--- src/rtl/regfile_sb.sv ---
// regfile_sb: multi-read-port integer register file with a per-register
// busy scoreboard. Register 0 is hard-wired to zero and is never busy.
// Reads are combinational. Writeback data is stored on the rising edge.
// With BYPASS=1, writeback data is also forwarded to reads in the same cycle.
// The issue stage sets busy bits, writeback clears them, and flush clears all.
module regfile_sb #(
  parameter int XLEN   = 32,
  parameter int NREGS  = 32,
  parameter int NRD    = 2,
  parameter int BYPASS = 1,
  localparam int AW    = $clog2(NREGS)
) (
  input  logic                      clk,
  input  logic                      reset,
  input  logic [NRD-1:0][AW-1:0]    ra,
  output logic [NRD-1:0][XLEN-1:0]  rd,
  output logic [NRD-1:0]            rd_busy,
  input  logic                      we,
  input  logic [AW-1:0]             wa,
  input  logic [XLEN-1:0]           wd,
  input  logic                      iss_valid,
  input  logic [AW-1:0]             iss_rd,
  input  logic                      flush,
  output logic                      busy_any
);

  localparam bit BYP = (BYPASS != 0);

  logic [XLEN-1:0]  data_q [NREGS];
  logic [NREGS-1:0] busy_q;
  logic [NREGS-1:0] busy_d;

  // A writeback is effective only when it targets a real register.
  logic wr_en;
  assign wr_en = we && (wa != '0);

  // Data array: reset clears every entry; entry 0 is never written.
  always_ff @(posedge clk or negedge reset) begin
    if (!reset) begin
      for (int i = 0; i < NREGS; i++) begin
        data_q[i] <= '0;
      end
    end else begin
      for (int i = 1; i < NREGS; i++) begin
        if (wr_en && (wa == AW'(i))) begin
          data_q[i] <= wd;
        end
      end
    end
  end

  // Busy next state: flush beats issue, and issue beats writeback.
  // Writeback clears first so that an issue to the same register wins.
  always_comb begin
    busy_d = busy_q;
    if (flush) begin
      busy_d = '0;
    end else begin
      if (wr_en) begin
        busy_d[wa] = 1'b0;
      end
      if (iss_valid && (iss_rd != '0)) begin
        busy_d[iss_rd] = 1'b1;
      end
    end
    busy_d[0] = 1'b0;
  end

  // Busy vector register.
  always_ff @(posedge clk or negedge reset) begin
    if (!reset) begin
      busy_q <= '0;
    end else begin
      busy_q <= busy_d;
    end
  end

  // Read ports. Outputs are gated by reset, so a same-cycle bypass cannot
  // leak out while reset is held low. A same-cycle writeback hides the busy
  // bit unless a same-cycle issue re-targets the register.
  always_comb begin
    rd      = '0;
    rd_busy = '0;
    for (int k = 0; k < NRD; k++) begin
      if (reset && (ra[k] != '0)) begin
        if (BYP && we && (wa == ra[k])) begin
          rd[k] = wd;
        end else begin
          rd[k] = data_q[ra[k]];
        end
        if (BYP && we && (wa == ra[k]) && !(iss_valid && (iss_rd == ra[k]))) begin
          rd_busy[k] = 1'b0;
        end else begin
          rd_busy[k] = busy_q[ra[k]];
        end
      end
    end
  end

  assign busy_any = |busy_q;

endmodule
--- config.mk ---
export PLATFORM = sky130hd
export DESIGN_NAME = regfile_sb
export DESIGN_NICKNAME = d
export VERILOG_FILES = /design/src/rtl/regfile_sb.sv
export SDC_FILE = /design/constraint.sdc
export NUM_CORES = 2
export LEC_CHECK = 0
export ABC_AREA = 0
export CORE_MARGIN = 2
export CORE_UTILIZATION = 40
export CTS_BUF_LIST = sky130_fd_sc_hd__clkbuf_4 sky130_fd_sc_hd__clkbuf_8 sky130_fd_sc_hd__clkbuf_16
export CTS_CLUSTER_DIAMETER = 100
export DETAILED_ROUTE_END_ITERATION = 8
export GPL_ROUTABILITY_DRIVEN = 1
export SLEW_MARGIN = 20
export SYNTH_ARGS = -nofsm -noshare
export SYNTH_HDL_FRONTEND = slang
export SYNTH_SLANG_ARGS = --single-unit
--- constraint.sdc ---
create_clock -name clk -period 7.2 [get_ports clk]
set_clock_uncertainty 0.1 [all_clocks]
set_input_delay 1.08 -clock clk [delete_from_list [all_inputs] [get_ports clk]]
set_output_delay 1.08 -clock clk [all_outputs]
set_load 0.005 [all_outputs]
# == Word-level counts from Yosys, hierarchy flattened ==
# Index checks and enable logic that the tools add are counted.
# word_totals
regBits,1023
input_bits,57
out_inout_bits,67
elab_cells,156
# classes
n_lt_le_gt_ge,8
eq_ne,35
mux,26
bitwise_logic,5
reduce_logical,50
# op_table
operator,count
2-to-1 mux 32 bit,12
binary-select mux 32 bit (select 5 bit),2
equality test 5 bit (second input constant),16
logical AND 1 bit,43
equality test 5 x 4 -> 1 bit (second input constant),8
bitwise AND 32 bit,1
NOT 32 bit,1
bitwise OR 32 bit,1
OR reduction 31 bit,1
less-than comparator 5 x 6 -> 1 bit (second input constant),4
equality test 5 x 3 -> 1 bit (second input constant),4
equality test 5 bit,4
nonzero test 5 bit,4
greater-or-equal comparator 6 bit (second input constant),2
NOT 5 -> 6 bit,2
binary-select mux 1 bit (select 5 bit),2
demux 1 bit (select 5 bit),2
equality test 5 x 2 -> 1 bit (second input constant),2
greater-or-equal comparator 5 x 1 -> 1 bit (second input constant),2
2-to-1 mux 1 bit,8
equality test 5 x 1 -> 1 bit (second input constant),1
zero test 1 bit,2

# == Longest topological paths before layout ==
# depth
word_depth,11
mapped_depth,11
mapped_depth_nobuf,6

# == Worst setup path after synthesis ==
# Ideal clock, no wire load.
# synth_path
kind,input -> output
start,input ra[1] in the netlist's numbering
end,output rd[12] in the netlist's numbering
t_arrival_ns,2.901
t_required_ns,6.020
path_slack_ns,3.119
path_stages,6
path_buffers,3
cell_sequence,buf_2 -> buf_2 -> buf_1 -> mux4_2 -> mux4_2 -> a221o_1
# synth_rtl
item,line_no,text
start: declaration,15,"input logic [NRD-1:0][AW-1:0] ra,"
end: declaration,16,"output logic [NRD-1:0][XLEN-1:0] rd,"

==> impl_results.md <==
- Outcome: finished, final reports clean
- First DRT Iteration DRCs: 3,486
- Number of global-route vias before repair: 38.3k
- Sw Pwr: 4700 uW
- Pwr/cell area: 275 mW/mm2
- DIE AREA: 0.142 mm2
- Commonest cells in the synthesized netlist: dfrtp_1, mux2_2, mux4_2
- DP HPWL: 105,000 um
- CP Launch Point: wa[1]
- Count of non-filler cells in the finished layout: 5,994
- Critical Path AT: 4.76 ns
- M1 wire length: 78,300 um
- Fillers: 12.4k
- Worst setup path category: input pin to output pin
- Worst-path fanout max: 12
- FF-to-FF Start: busy_q[25]
- Met3 routed WL: 15,300 um
- Top-area cell type share of the netlist area: 45.9%
- Synth-to-layout area growth: 12.3%
- Worst hold path class: input pin to asynchronous set/reset pin
- Clock share of power: 35.7%
- Comb pwr share: 20.2%
- Initial antenna violation count: 7
- Final critical-path share of the clock period: 82.5%
- Post-route ant nets: 0
- Post-synth ARST share: 100%
- H-tree depth: 3
- Min Hold Slack: 0.127 ns
- Nets: 4,075
- Clk_lat worst skew: 0.73 ns
- Synth Register Bits: 1,023
- Met2 wire len: 84,200 um
- Register area: 0.0256 mm2
- DRC errors left: 0
- Final WL: 185,000 um
- Placed Cells: 5,778
- Global-route wire length before repair: 273,000 um
- Gates resized, CTS repair: 0
- DR WL/cell: 30.8 um
- Slowest-stage cell, CP: nor2_4
- Core area: 0.139 mm2
- Register area share after synthesis: 45.9%
- Worst Setup End Kind: output pin
- Num CTS Buffers: 113
- Vias per Instance: 6.32
- Worst path max stage delay: 0.78 ns
- Pint: 12,500 uW
- Worst slew margin: 16.6%
- Hold-fix buffers, CTS: 0
- VDD IR max: 0.206 mV
- Most used DFF post-synth: dfrtp_1
- Chip Width: 377 um
- Most frequent cell after synthesis: dfrtp_1
- Final Power: 17,200 uW
- Pre-Repair DR Iteration Count: 5
- Rows: 137
- CTS sink count: 1,023
- Via Count: 37.9k
- Ports: 124
- Post-CTS Setup Inserts: 0
- Tightest Pin Transition: 1.25 ns
- Global router's overall resource usage: 26.1%
- Share of cells above drive strength 1: 42.6%
- Max Slew Vio Count: 0
- Sw frac: 27.2%
- Fmax: 0.168 GHz
- Ranking of synthesized cells by area: dfrtp_1, mux2_2, mux4_2
- GRT overflow: 0
- Seq pwr share: 44.2%
- CP cell instances: clkdlybuf4s50_1, xnor2_1, nand4_1, or3_1, buf_4, nor2_4, buf_4, a221o_1, clkdlybuf4s50_1
- Final Hold Viols: 0
- CTS Root Cell: clkbuf_16
- Critical Path RT: 6.02 ns
- # setup viols final: 0
- Syn Nets: 4,160
- Largest net degree at the start of global routing: 148
- Max_cap viols: 0
- CTS clk-pin slew, worst paths: 0.06 ns
- Cells after Synth: 4,103
- Mapped Area: 0.0558 mm2
- Post-synth EDFFs: 0
- Fin Setup TNS: 0 ns
- TritonCTS clock tree: yes
- Cell taking the most area after synthesis: dfrtp_1
- Footprint of the multi-input gates: 0.0283 mm2
- Synthesis Warnings: 32
- CP startpoint kind: input pin
- DR top layer: met5
- GP Congestion: 0.851
- Die Span Y: 377 um
- Leak pwr: 0.0265 uW
- Minimum clock period: 5.94 ns
- I/O Buffers: 123
- Mean area per synthesized cell: 13.6 um2
- RSZ-0062 raised after global routing: no
- Clk buf depth: 3
- Netlist cell types: 60
- Initial Util: 40.1%
==> placed cells by master (no fill, tap or decap), drive strengths merged, types with 4 or more instances in the layout <==
cell type / Yosys / routed
nor4: 24 / 24
o31ai: 11 / 11
a311o: 4 / 4
a21o: 4 / 4
o21ai: 200 / 200
inv: 16 / 18
nand2: 251 / 251
nor3: 21 / 21
a31oi: 19 / 19
clkdlybuf4s50: 0 / 111
mux4: 439 / 439
nand3: 30 / 30
xnor2: 6 / 6
a221o: 21 / 21
o311ai: 4 / 4
nor2: 76 / 76
a21oi: 60 / 60
clkbuf: 267 / 182
nand2b: 16 / 16
o32a: 11 / 11
and3: 10 / 10
a22oi: 62 / 62
a211oi: 58 / 58
a22o: 32 / 32
nor2b: 41 / 41
buf: 183 / 139
xor2: 14 / 14
o22ai: 46 / 46
mux2i: 165 / 165
a32o: 4 / 4
mux2: 916 / 916
nand4: 5 / 5
dfrtp: 1023 / 1023
bufinv: 0 / 7
o221ai: 31 / 31
clkinv: 1 / 21
==> path summary, 6_finish.rpt <==
| check | cells after the start | slack, ns | end |
|---|---|---|---|
| setup / recovery | 9 | 1.26 | rd[19] |
| hold / removal | 1 | 0.13 | data_q[503] |
| setup reg to reg | 2 | 6.27 | busy_q[25] |
| hold reg to reg | 2 | 0.40 | data_q[447] |
| max in group asynchronous | 5 | 3.71 | data_q[112] |
| min in group clk | 2 | 0.40 | data_q[447] |
==> final cells by class <==
class,count,share of cell area (%)
Multi-Input combinational cell,2613,45.2
Sequential cell,1023,40.9
Clock buffer,182,5.74
Antenna cell,3,0.0120
Timing Repair Buffer,250,3.70
Clock inverter,30,0.607
Tap cell,1876,3.75
Inverter,17,0.106
==> routing by layer <==
metal | GRT usage [%] | vias to the layer above
met5 | 0 | -
li1 | - | 15500
met4 | 9.63 | 8
met3 | 5.32 | 368
met2 | 40.0 | 1659
met1 | 36.5 | 20300
==> flip-flops by register name (all words and copies together) (netlist names) <==
name	cells
busy_q	31
data_q	992
==> cell families after synthesis <==
family | synth area share [%]
multiplexers | 39.2
AO/OA/AOI/OAI | 6.98
buffers and inverters | 3.75
AND/OR/NAND/NOR | 3.90
XOR/XNOR | 0.314
flip-flops | 45.9
==> worst max-delay path: cells and delay by family <==
kind	cells	cell delay, ns
buf+inv	4	1.88
simple gates	3	1.41
xor+xnor	1	0.18
compound gates	1	0.18
==> power groups by stage <==
stage	Combinational, uW	Clock, uW	Sequential, uW
after floorplan	2620	0	7440
after global placement	3420	0	7640
after detailed placement	3470	0	7700
after CTS	3480	6230	7600
after global routing	3740	6470	7770
final	3480	6150	7610
==> per-stage QoR <==
stage / utilization, % / instance area (um2) / worst slack, ns
global route: 45.1 / 62600 / 1.15
finish: 45.1 / 62700 / 1.26
detailed placement: 42.2 / 58700 / 1.29
floorplan: - / 55800 / 3.12
global placement: 42.2 / 58600 / 1.33
CTS: 45.1 / 62600 / 1.28
Note: power is estimated with default switching activity, not from simulation.
